--- src/rtl/scan_pkg.sv ---
// Shared types, sizes and channel-ordering helpers for the scan sequencer.
package scan_pkg;

    localparam int NUM_CH = 4;
    localparam int SEL_W  = 2;

    typedef enum logic [1:0] {
        ST_IDLE,
        ST_BLANK,
        ST_DWELL
    } state_t;

    // Counter width able to hold the larger of the two interval lengths.
    function automatic int cnt_width(input int dwell, input int blank);
        int longest;
        longest = (dwell > blank) ? dwell : blank;
        return $clog2(longest + 1);
    endfunction

    function automatic logic [SEL_W-1:0] next_ch(input logic [SEL_W-1:0] cur);
        return cur + 1'b1;
    endfunction

    // Nearest set mask bit after cur, wrapping; falls back to cur itself.
    function automatic logic [SEL_W-1:0] next_ch_masked(input logic [SEL_W-1:0] cur,
                                                        input logic [NUM_CH-1:0] mask);
        logic [SEL_W-1:0] res;
        logic [SEL_W-1:0] idx;
        res = cur;
        for (int i = NUM_CH - 1; i >= 1; i--) begin
            idx = cur + SEL_W'(i);
            if (mask[idx]) res = idx;
        end
        return res;
    endfunction

    function automatic logic [SEL_W-1:0] first_ch(input logic [NUM_CH-1:0] mask);
        logic [SEL_W-1:0] res;
        res = '0;
        for (int i = NUM_CH - 1; i >= 0; i--) begin
            if (mask[i]) res = SEL_W'(i);
        end
        return res;
    endfunction

endpackage

--- src/rtl/scan_timer.sv ---
// Loadable down-counter shared by the blanking and dwell intervals;
// tc is high while the count sits at zero.
module scan_timer
    import scan_pkg::*;
#(
    parameter int DWELL = 1000,
    parameter int BLANK = 10,
    parameter int W     = cnt_width(DWELL, BLANK)
) (
    input  logic         clk,
    input  logic         rst_n,
    input  logic         load,
    input  logic [W-1:0] load_val,
    output logic         tc
);

    logic [W-1:0] count_reg;

    always_ff @(posedge clk or negedge rst_n) begin
        if (!rst_n) begin
            count_reg <= '0;
        end else if (load) begin
            count_reg <= load_val;
        end else if (count_reg != '0) begin
            count_reg <= count_reg - W'(1);
        end
    end

    assign tc = (count_reg == '0);

endmodule

--- src/rtl/scan_sequencer.sv ---
// Time-multiplexed channel scanner driving a 2-to-4 decoder's select/enable.
// Optional per-channel masking is built when SCAN_MASK_EN is defined.
module scan_sequencer
    import scan_pkg::*;
#(
    parameter int DWELL = 1000,
    parameter int BLANK = 10
) (
    input  logic             clk,
    input  logic             rst_n,
    input  logic             run,
`ifdef SCAN_MASK_EN
    input  logic [NUM_CH-1:0] ch_mask,
`endif
    output logic [SEL_W-1:0] sel,
    output logic             enable,
    output logic             frame_done
);

    localparam int              CNT_W     = cnt_width(DWELL, BLANK);
    localparam logic [CNT_W-1:0] DWELL_LD = CNT_W'(DWELL - 1);
    localparam logic [CNT_W-1:0] BLANK_LD = (BLANK > 0) ? CNT_W'(BLANK - 1) : '0;
    localparam bit              HAS_BLANK = (BLANK > 0);

    state_t           state_reg;
    logic [SEL_W-1:0] sel_reg;
    logic             enable_reg;
    logic             frame_done_reg;

    logic             tc;
    logic             load;
    logic [CNT_W-1:0] load_val;

    logic             mask_ok;
    logic             cur_ok;
    logic [SEL_W-1:0] sel_adv;
    logic [SEL_W-1:0] sel_first;
    logic             skip_blank;

`ifdef SCAN_MASK_EN
    always_comb begin
        mask_ok   = |ch_mask;
        cur_ok    = ch_mask[sel_reg];
        sel_adv   = next_ch_masked(sel_reg, ch_mask);
        sel_first = first_ch(ch_mask);
    end
`else
    assign mask_ok   = 1'b1;
    assign cur_ok    = 1'b1;
    assign sel_adv   = next_ch(sel_reg);
    assign sel_first = '0;
`endif

    // With no blanking the dwell chains straight into the next dwell,
    // unless an empty mask forces the block to park in BLANK.
    assign skip_blank = !HAS_BLANK && mask_ok;

    always_comb begin
        load     = 1'b0;
        load_val = DWELL_LD;
        if (run) begin
            case (state_reg)
                ST_IDLE: begin
                    load     = 1'b1;
                    load_val = skip_blank ? DWELL_LD : BLANK_LD;
                end
                ST_BLANK: begin
                    if (tc && mask_ok && cur_ok) load = 1'b1;
                end
                ST_DWELL: begin
                    if (tc) begin
                        load     = 1'b1;
                        load_val = skip_blank ? DWELL_LD : BLANK_LD;
                    end
                end
                default: ;
            endcase
        end
    end

    scan_timer #(
        .DWELL (DWELL),
        .BLANK (BLANK),
        .W     (CNT_W)
    ) u_timer (
        .clk      (clk),
        .rst_n    (rst_n),
        .load     (load),
        .load_val (load_val),
        .tc       (tc)
    );

    always_ff @(posedge clk or negedge rst_n) begin
        if (!rst_n) begin
            state_reg      <= ST_IDLE;
            sel_reg        <= '0;
            enable_reg     <= 1'b0;
            frame_done_reg <= 1'b0;
        end else begin
            frame_done_reg <= 1'b0;
            if (!run) begin
                state_reg  <= ST_IDLE;
                enable_reg <= 1'b0;
            end else begin
                case (state_reg)
                    ST_IDLE: begin
                        sel_reg <= sel_first;
                        if (skip_blank) begin
                            state_reg  <= ST_DWELL;
                            enable_reg <= 1'b1;
                        end else begin
                            state_reg  <= ST_BLANK;
                            enable_reg <= 1'b0;
                        end
                    end
                    ST_BLANK: begin
                        // A mask edited during the gap may have dropped the
                        // current channel; hop to a live one before dwelling.
                        if (tc && mask_ok) begin
                            if (cur_ok) begin
                                state_reg  <= ST_DWELL;
                                enable_reg <= 1'b1;
                            end else begin
                                sel_reg <= sel_adv;
                            end
                        end
                    end
                    ST_DWELL: begin
                        if (tc) begin
                            sel_reg        <= sel_adv;
                            frame_done_reg <= mask_ok && (sel_adv <= sel_reg);
                            if (!skip_blank) begin
                                state_reg  <= ST_BLANK;
                                enable_reg <= 1'b0;
                            end
                        end
                    end
                    default: begin
                        state_reg  <= ST_IDLE;
                        enable_reg <= 1'b0;
                    end
                endcase
            end
        end
    end

    assign sel        = sel_reg;
    assign enable     = enable_reg;
    assign frame_done = frame_done_reg;

endmodule

--- config.mk ---
export PLATFORM = sky130hd
export DESIGN_NAME = scan_sequencer
export DESIGN_NICKNAME = d
export VERILOG_FILES = /design/src/rtl/scan_pkg.sv /design/src/rtl/scan_timer.sv /design/src/rtl/scan_sequencer.sv
export SDC_FILE = /design/constraint.sdc
export NUM_CORES = 1
export LEC_CHECK = 0
export ABC_AREA = 1
export ABC_CLOCK_PERIOD_IN_PS = 1400
export CAP_MARGIN = 20
export CORE_MARGIN = 5
export CORE_UTILIZATION = 45
export CTS_CLUSTER_DIAMETER = 150
export DETAILED_ROUTE_END_ITERATION = 8
export PLACE_DENSITY = 0.66
export SLEW_MARGIN = 15
export SYNTH_ARGS = -nofsm -noshare
export SYNTH_HDL_FRONTEND = slang
export SYNTH_SLANG_ARGS = --single-unit
--- constraint.sdc ---
create_clock -name clk -period 1.4 [get_ports clk]
set_clock_uncertainty 0.05 [all_clocks]
set_input_delay 0.28 -clock clk [delete_from_list [all_inputs] [get_ports clk]]
set_output_delay 0.28 -clock clk [all_outputs]
set_load 0.02 [all_outputs]
Yosys cells after proc, flatten, opt, wreduce, memory -nomap -nowiden --
Cells that the tools add are included.
Word-level totals: register bits after elaboration 16, bits in read-only memories 0, memories kept 0, bits in latches 0, word-level logic and storage cells 42, RAM bits 0
Cells by class: reduce and logical (&&, ||, !) cells 8, shift operators 0, order comparisons 1, equal/unequal tests 5, bitwise operators 0, multiplexer cells 21, multiply operators 0, divide/modulo/power cells 0, add/subtract/negate cells 2
Operators by type and width (count):
- 2-to-1 mux 10 bit | 4
- case mux 10 bit (2 select lines) | 1
- logical NOT 10 bit | 1
- nonzero test 10 bit | 1
- subtractor 10 x 1 -> 10 bit, second input constant | 1
- 2-to-1 mux 1 bit | 8
- 2-to-1 mux 2 bit | 4
- != test 3 bit, second input constant | 2
- case mux 2 bit (3 select lines) | 1
- case mux 1 bit (2 select lines) | 2
- case mux 2 bit (2 select lines) | 1
- nonzero test 2 bit | 2
- AND reduction 3 bit | 1
- adder 2 x 1 -> 2 bit, second input constant | 1
- == test 2 x 1 -> 1 bit, second input constant | 1
- == test 2 bit, second input constant | 1
- <= comparator 2 bit | 1
- logical NOT 2 bit | 1
- != test 2 bit, second input constant | 1
- AND reduction 2 bit | 1
- OR reduction 2 bit | 1

Longest topological paths before layout --
Gate-level depths: netlist of the first run.
word-level depth 5, gate-level depth with buffers 11

Hierarchy --
From an unflattened synthesis of the first run, not the netlist that was laid out.
Unflattened totals: cell total of the unflattened synthesis 144, area, all modules 1058.5 µm²
Modules (own cells, without submodules):
- scan_timer | cells each 95, seq. area each 250.2 µm², instances 1, area each 695.7 µm²
- scan_sequencer | cells each 49, seq. area each 125.1 µm², instances 1, area each 362.8 µm²

Least setup slack after synthesis of the first run --
No wires, ideal clock.
kind reg2reg, start point reg u_timer.count_reg[0], end point reg u_timer.count_reg[1], cell stages (with the launch flop) 12, data required time 1.234 ns, setup time 0.116 ns, slack -0.161 ns, clock period less this slack 1.561 ns, path buffers 0, data arrival time 1.394 ns, path through dfrtp_1 > inv_1 > ha_1 > nand2_1 > nor2_1 > nand3_2 > nand2_1 > nand2_2 > nand3_4 > nand2_1 > nand2_1 > nand2_1
Between the ends: longest elaborated chain between the ends 5, elaborated cells on any way between the ends 12, classes of those cells add/sub: 1; mux: 8; reduce/logical: 3
RTL lines:
- start, declared | RTL line scan_timer.sv:17 | logic [W-1:0] count_reg;
- start signal, assigned | RTL line scan_timer.sv:23 | count_reg <= load_val;
- start signal, assigned | RTL line scan_timer.sv:25 | count_reg <= count_reg - W'(1);
- branches (longest 5 deep; another with subtractor 10 x 1 -> 10 bit)
Parallel ways; which one is timed is not known. The select of a mux whose other input is x is not followed. A chain may end at the register's enable or synchronous reset.

Final worst setup path of the first run --
Ends and elaborated chain as after synthesis.

==> impl_metrics.json, run 1 <==
{
  "cts_hold_buffers": 0,
  "yosys_warnings": 0,
  "layoutNonFillerInstCount": 175,
  "synth-seq-area-share_pct": 39.4,
  "synth.distinct_cells": 22,
  "gr-total-overflow": 0,
  "period_minus_slack_ns": 1.53,
  "grtUsageMet1_pct": 18.8,
  "cts_num_sinks": 15,
  "critical_path_end_type": "flop",
  "dieHeight_um": 56.0,
  "drt_iter0_drc": 14,
  "p_sw_share_pct": 41.0,
  "worst_r2r_path_depth": 11,
  "layout-area-overhead-vs-synth_pct": 43.7,
  "antenna_violating_nets_post_route": 0,
  "die_wd_um": 56.0,
  "via_count": 848,
  "dpl.hpwl_mm": 1.62,
  "synth_instances": 111,
  "worst_max_slew_margin_expressed_relative_to_the_limit_pct": 81.7,
  "cts.htree.levels": 1,
  "grt_start_max_net_pins": 16,
  "share_clk_of_total_power_pct": 10.8,
  "rr_startpoint": "u_timer.count_reg[0]$_DFFE_PN0P_",
  "report.final.setup_viol": 12,
  "dieArea_um2": 3140,
  "critical_path_peak_fanout": 8,
  "antennaDiodeCount": 0,
  "final-seq-area_um2": 377,
  "postSynthNetCount": 120,
  "final_core_util_pct": 69.1,
  "placement.cell_area_um2": 1250,
  "min_path_type": "input pin to asynchronous set/reset pin",
  "rows": 16,
  "core_region_area_um2": 1980,
  "worst_skew_pair_later_pin_latency_ns": 0.29,
  "static-leakage-power_nw": 0.656,
  "fin_area_um2": 1370,
  "routedWlPerCell_um": 12.0,
  "violations": "setup timing",
  "gp_routability_congestion": 0.808,
  "number_of_global_route_vias_before_repair": 822,
  "num_io_pins": 7,
  "hold_viol_final": 0,
  "grt.busiest_layer": "met2",
  "worst-endpoint-arrival_ns": 1.66,
  "post_synth.cell_area_avg_um2": 8.59,
  "finish.net_count": 158,
  "netlist_area_pre_place_um2": 953,
  "nFillCells": 141,
  "path_clk_slew_ns": 0.09,
  "fmax_mhz": 656,
  "share_seq_of_total_power_pct": 31.3,
  "power.ir.vdd_worst_uv": 1130,
  "power_report.internal_total_mw": 1.36,
  "rrSetupSlack_ns": -0.13,
  "post_drt_via_cell_ratio": 4.85,
  "cts.root.buffer_cell": "clkbuf_4",
  "max_capacitance_violation_count": 0,
  "power-per-cell-area_nw_per_um2": 1680,
  "final_common_cell": "buf_4",
  "grt_use_met2_pct": 23.2,
  "clock_path_buffers": 2,
  "post-route-drc-count": 0,
  "layout_setup_ws_ns": -0.125,
  "global_route.usage.met3_pct": 5.34,
  "first_pass_grt_wire_length_mm": 3.57,
  "cts_buffers": 3,
  "dp.cells": 167,
  "grt_antenna_before_repair": 0,
  "postSynthRegisterBits": 15,
  "largest_reg_flops": 10,
  "drt_pass1_iterations": 4,
  "layout.cells.most_common_list": "buf_4 (26), nand2_1 (16), dfrtp_1 (14), nor2_1 (11), inv_1 (8)",
  "drv_slew": 0,
  "rsz_0062_raised_after_global_routing": "true",
  "multi_input_comb_area_um2": 616,
  "critical_path_class": "flop to flop",
  "finalCritPeriodShare_pct": 109,
  "comb_power_share_pct": 57.8,
  "netSwitchingPower_mw": 0.941,
  "rr_endpoint": "u_timer.count_reg[1]$_DFFE_PN0P_",
  "tightestPinTransition_ns": 0.274,
  "crit_required_ns": 1.54,
  "initial_utilization_pct": 48.1,
  "globalRouteTotalUtil_pct": 14.7,
  "cp-start-kind": "flop",
  "port_buffers": 6,
  "final_layout_size_suffix_gt1_share_pct": 46.6,
  "drt_wl_total_mm": 2.10,
  "fin_worst_hold_slack_ns": 0.247,
  "tritoncts": "yes",
  "outcome": "complete, but fails checks"
}
-- per-stage QoR --
| step | setup WS [ns] | total power, mW | TNS (ns) |
|---|---|---|---|
| 4_1_cts | -0.113 | 2.24 | -1.05 |
| 5_1_grt | -0.233 | 2.49 | -2.07 |
| 2_1_floorplan | -0.0425 | 1.44 | -0.0425 |
| 3_5_place_dp | -0.135 | 1.89 | -1.18 |
| 3_3_place_gp | -0.117 | 1.85 | -0.950 |
| 6_report | -0.125 | 2.30 | -0.797 |
-- area by class of cell --
cell class                 instances  share of cell area (%)
timing repair buffer              33                    18.9
clock buffer                       3                    1.64
multi-input combinational         82                    44.9
sequential                        15                    27.5
inverter                          14                    4.20
clock inverter                     1                   0.365
tap                               27                    2.47
-- cells in the mapped netlist, drive strengths merged --
master / number / area [µm²]
nor2: 18 / 90.1
nand4: 1 / 6.26
xnor2: 4 / 35.0
nand2: 27 / 134
xor2: 3 / 26.3
ha: 6 / 75.1
o21ai: 9 / 48.8
inv: 14 / 55.1
nand3: 8 / 62.6
a21oi: 6 / 45.0
dfrtp: 15 / 375
-- logic make-up after synthesis --
kind of cell             Yosys count  synth area share [%]
XOR/XNOR                           7                  6.43
buffers and inverters             14                  5.77
AO/OA/AOI/OAI                     15                  9.84
flip-flops                        15                  39.4
AND/OR/NAND/NOR                   54                  30.7
adder cells (fa/ha/maj)            6                  7.87
-- power by group through the flow --
| stage | logic [mW] | clock network [mW] | registers [mW] |
|---|---|---|---|
| after floorplan | 0.723 | 0 | 0.722 |
| after global placement | 1.14 | 0 | 0.714 |
| after detailed placement | 1.17 | 0 | 0.724 |
| after CTS | 1.26 | 0.261 | 0.721 |
| after global routing | 1.47 | 0.278 | 0.744 |
| final | 1.33 | 0.249 | 0.720 |
-- repair_timing --
item,4_1_cts,5_1_grt
endpoints found under the setup margin,18,17
resized for setup,10,16
setup buffers,2,2
pin swaps,9,4
-- critical path, cell delays in order (launching register included) --
cell     delay [ns]
dfrtp_1        0.40
inv_2          0.08
ha_4           0.16
nand2_2        0.08
nor2_4         0.11
nand3_2        0.09
nand2_4        0.12
nand2_8        0.08
nand2_4        0.08
inv_4          0.06
nand2_1        0.06
nand2_1        0.05
-- per-layer routing --
metal	part of all wire, %	up-vias	routed length, µm
met5	0	-	0
li1	-	432	-
met2	52	12	1100
met1	42	402	885
met3	4.7	2	99
met4	0.91	0	19
-- worst max-delay path by stage --
stage	start	endpoint	cells after the start
floorplan	u_timer.count_reg[0]$_DFFE_PN0P_	u_timer.count_reg[1]$_DFFE_PN0P_	11
global placement	run	u_timer.count_reg[1]$_DFFE_PN0P_	8
detailed placement	run	u_timer.count_reg[1]$_DFFE_PN0P_	8
CTS	u_timer.count_reg[0]$_DFFE_PN0P_	u_timer.count_reg[1]$_DFFE_PN0P_	11
global route	u_timer.count_reg[0]$_DFFE_PN0P_	u_timer.count_reg[1]$_DFFE_PN0P_	11
finish	u_timer.count_reg[0]$_DFFE_PN0P_	u_timer.count_reg[1]$_DFFE_PN0P_	11
(Power assumes the default switching activity.)
==> inputs of run 2 (changes only) <==
--- a/config.mk
+++ b/config.mk
@@ -5,14 +5,16 @@
 export SDC_FILE = /design/constraint.sdc
 export NUM_CORES = 1
 export LEC_CHECK = 0
-export ABC_AREA = 1
 export ABC_CLOCK_PERIOD_IN_PS = 1400
 export CAP_MARGIN = 20
+export CELL_PAD_IN_SITES_DETAIL_PLACEMENT = 1
+export CELL_PAD_IN_SITES_GLOBAL_PLACEMENT = 2
 export CORE_MARGIN = 5
-export CORE_UTILIZATION = 45
+export CORE_UTILIZATION = 31
 export CTS_CLUSTER_DIAMETER = 150
 export DETAILED_ROUTE_END_ITERATION = 8
-export PLACE_DENSITY = 0.66
+export GPL_TIMING_DRIVEN = 0
+export PLACE_DENSITY_LB_ADDON = 0.1
 export SLEW_MARGIN = 15
 export SYNTH_ARGS = -nofsm -noshare
 export SYNTH_HDL_FRONTEND = slang
==> run 2 against run 1 <==
  * The flow still finishes with violations (setup timing)
  * Flip-flop and latch count unchanged
  * Wire length grew 22%
  * Final cell count fell by 8.0%
  * Utilization down 21 points
  * Worst hold slack improved by 0.064 ns
  * Sequential share of layout area is 0.37 points higher
  * Area after synthesis fell by 2.9%
  * Power shrank 32%
  * Non-clock buffer count decreased by 7
  * Global-route usage is 0.96 points lower
  * Clock-buffer cell count is 1 higher
  * Critical path type unchanged
==> impl_metrics.json, run 2 <==
{
  "post_drt_via_cell_ratio": 5.26,
  "finish.net_count": 140,
  "yosys-top-cells-area": "dfrtp_1 (41%), ha_1 (8.1%), o21ai_0 (4.9%), nand3_1 (3.8%), xnor2_1 (3.8%)",
  "post-route-drc-count": 0,
  "cts_hold_buffers": 0,
  "synth_largest_type_area_fraction_pct": 40.5,
  "cts_num_sinks": 15,
  "tritoncts": "yes",
  "synth_area_leader_cell": "dfrtp_1",
  "drt_wl_total_mm": 2.55,
  "worst-endpoint-arrival_ns": 1.97,
  "grt_antenna_before_repair": 0,
  "cts.htree.levels": 1,
  "rrSetupSlack_ns": -0.44,
  "period_minus_slack_ns": 1.84,
  "crit_required_ns": 1.53,
  "grt_start_max_net_pins": 16,
  "antenna_violating_nets_post_route": 0,
  "cts.root.buffer_cell": "clkbuf_4",
  "initial_utilization_pct": 33.0,
  "path_clk_slew_ns": 0.10,
  "largest_reg_flops": 10,
  "max_capacitance_violation_count": 0,
  "ys_top_cells_by_count": "dfrtp_1 (15), nor2_1 (9), o21ai_0 (9)",
  "final_layout_size_suffix_gt1_share_pct": 43.8,
  "synth_ff_type": "dfrtp_1",
  "synth_enable_flop_cells": 0,
  "postSynthNetCount": 111,
  "critical_path_end_type": "flop",
  "layout.cells.most_common_list": "dfrtp_1 (13), buf_4 (13), nor2_1 (9), nand2_1 (7), o21ai_2 (7)",
  "postSynthRegisterBits": 15,
  "drt_pass1_iterations": 4,
  "netlist_area_pre_place_um2": 926,
  "drv_slew": 0,
  "dp_slack_ns": -0.723,
  "gp_routability_congestion": 0.733,
  "cts_buffers": 3,
  "routedWlPerCell_um": 15.9,
  "min_path_type": "input pin to flop",
  "static-leakage-power_nw": 0.555,
  "rsz_0062_raised_after_global_routing": "true",
  "asyncSetResetFlopFracSynth_pct": 100,
  "dpl.hpwl_mm": 1.62,
  "drt_iter0_drc": 12,
  "critical_path_class": "flop to flop",
  "port_buffers": 5,
  "layout-area-overhead-vs-synth_pct": 46.5,
  "via_count": 847,
  "layoutNonFillerInstCount": 161,
  "nFillCells": 317,
  "finalCritPeriodShare_pct": 132,
  "layout_setup_ws_ns": -0.445,
  "dp.cells": 138,
  "synth.distinct_cells": 30,
  "num_io_pins": 7,
  "power-per-cell-area_nw_per_um2": 1150,
  "post_synth.cell_area_avg_um2": 9.08,
  "gr-total-overflow": 0,
  "report.final.setup_viol": 15,
  "globalRouteTotalUtil_pct": 13.7,
  "synth_instances": 102,
  "fmax_mhz": 542,
  "worst_skew_pair_later_pin_latency_ns": 0.29,
  "route.layer.met1.wl_mm": 1.19,
  "dieHeight_um": 64.7,
  "met2_length_mm": 1.27,
  "met3RoutedLength_um": 50,
  "post-synth-top-count-cell": "dfrtp_1",
  "yosys_warnings": 0,
  "clock_path_buffers": 2,
  "worst_max_slew_margin_expressed_relative_to_the_limit_pct": 51.5,
  "core_region_area_um2": 2810,
  "outcome": "complete, but fails checks",
  "dieArea_um2": 4180,
  "cp-start-kind": "flop",
  "rows": 19,
  "antennaDiodeCount": 0,
  "hold_viol_final": 0,
  "power.ir.vdd_worst_uv": 483,
  "highest-signal-layer": "met4",
  "violations": "setup timing",
  "synth-seq-area-share_pct": 40.5,
  "number_of_global_route_vias_before_repair": 863,
  "critical_path_peak_fanout": 3,
  "tightestPinTransition_ns": 0.725,
  "first_pass_grt_wire_length_mm": 4.35,
  "die_wd_um": 64.7
}
==> run 2: per-stage QoR <==
| step | hold WS, ns | util [%] | cell area, µm² | TNS [ns] | power (mW) |
|---|---|---|---|---|---|
| global placement | 0.495 | 37.1 | 1040 | -7.38 | 1.05 |
| finish | 0.311 | 48.3 | 1360 | -5.08 | 1.56 |
| detailed placement | 0.505 | 37.1 | 1040 | -7.56 | 1.06 |
| CTS | 0.304 | 44.2 | 1240 | -4.83 | 1.47 |
| floorplan | -0.0656 | - | 952 | -4.11 | 0.955 |
| global route | 0.355 | 48.3 | 1360 | -6.22 | 1.68 |
==> run 2: layout make-up <==
class	instances	area [µm²]	area share [%]
Inverter	5	18.8	1.38
Clock buffer	4	26.3	1.94
Buffer	2	8.76	0.646
Timing Repair Buffer	24	204	15.0
Multi-Input combinational cell	80	682	50.3
Sequential cell	15	378	27.9
Tap cell	31	38.8	2.86
==> run 2: report_power, final <==
group / leakage [nW] / internal [mW] / switching [mW]
Combinational: 0.358 / 0.314 / 0.309
Clock: 0.0150 / 0.111 / 0.157
Sequential: 0.182 / 0.524 / 0.141
==> run 2: final timing paths <==
| kind | startpoint | endpoint | depth (start not counted) |
|---|---|---|---|
| worst min register to register | sel[1]$_DFFE_PN0P_ | sel[1]$_DFFE_PN0P_ | 2 |
| worst max register to register | u_timer.count_reg[1]$_DFFE_PN0P_ | u_timer.count_reg[0]$_DFFE_PN0P_ | 6 |
| min in group asynchronous | rst_n | u_timer.count_reg[6]$_DFFE_PN0P_ | 1 |
| worst min-delay path | run | state_reg[1]$_DFFE_PN0P_ | 3 |
| worst max-delay path | u_timer.count_reg[1]$_DFFE_PN0P_ | u_timer.count_reg[0]$_DFFE_PN0P_ | 6 |
| max in group asynchronous | rst_n | state_reg[1]$_DFFE_PN0P_ | 1 |
==> run 2: worst max-delay path: stages (launching register included) <==
cell	delay, ns
dfrtp_1	0.40
inv_2	0.07
ha_4	0.13
or4b_4	0.50
nor3_4	0.17
xnor2_1	0.07
or3_1	0.32
==> run 2: timing repair <==
item / CTS / global route
setup buffers: 13 / 6
pin swaps: 5 / 5
endpoints found under the setup margin: 19 / 18
gates resized for setup: 27 / 26
==> run 2: cells by family (layout without fill, tap and decap cells) <==
kind of cell	count (synthesis)	in the layout	share of synthesized area (%)
and+or+nand+nor	44	44	27.0
AOI/OAI and AO/OA	22	22	13.6
DFF	15	15	40.5
xor gates and xnor gates	7	7	6.62
buffers and inverters	7	35	2.84
adders and majority gates	6	6	8.11
muxes	1	1	1.22
==> run 2: per-layer routing <==
layer	GRT usage [%]	up-vias
met5	0	-
met4	5.54	0
met3	2.25	5
met2	22.2	7
met1	18.3	414
li1	-	421
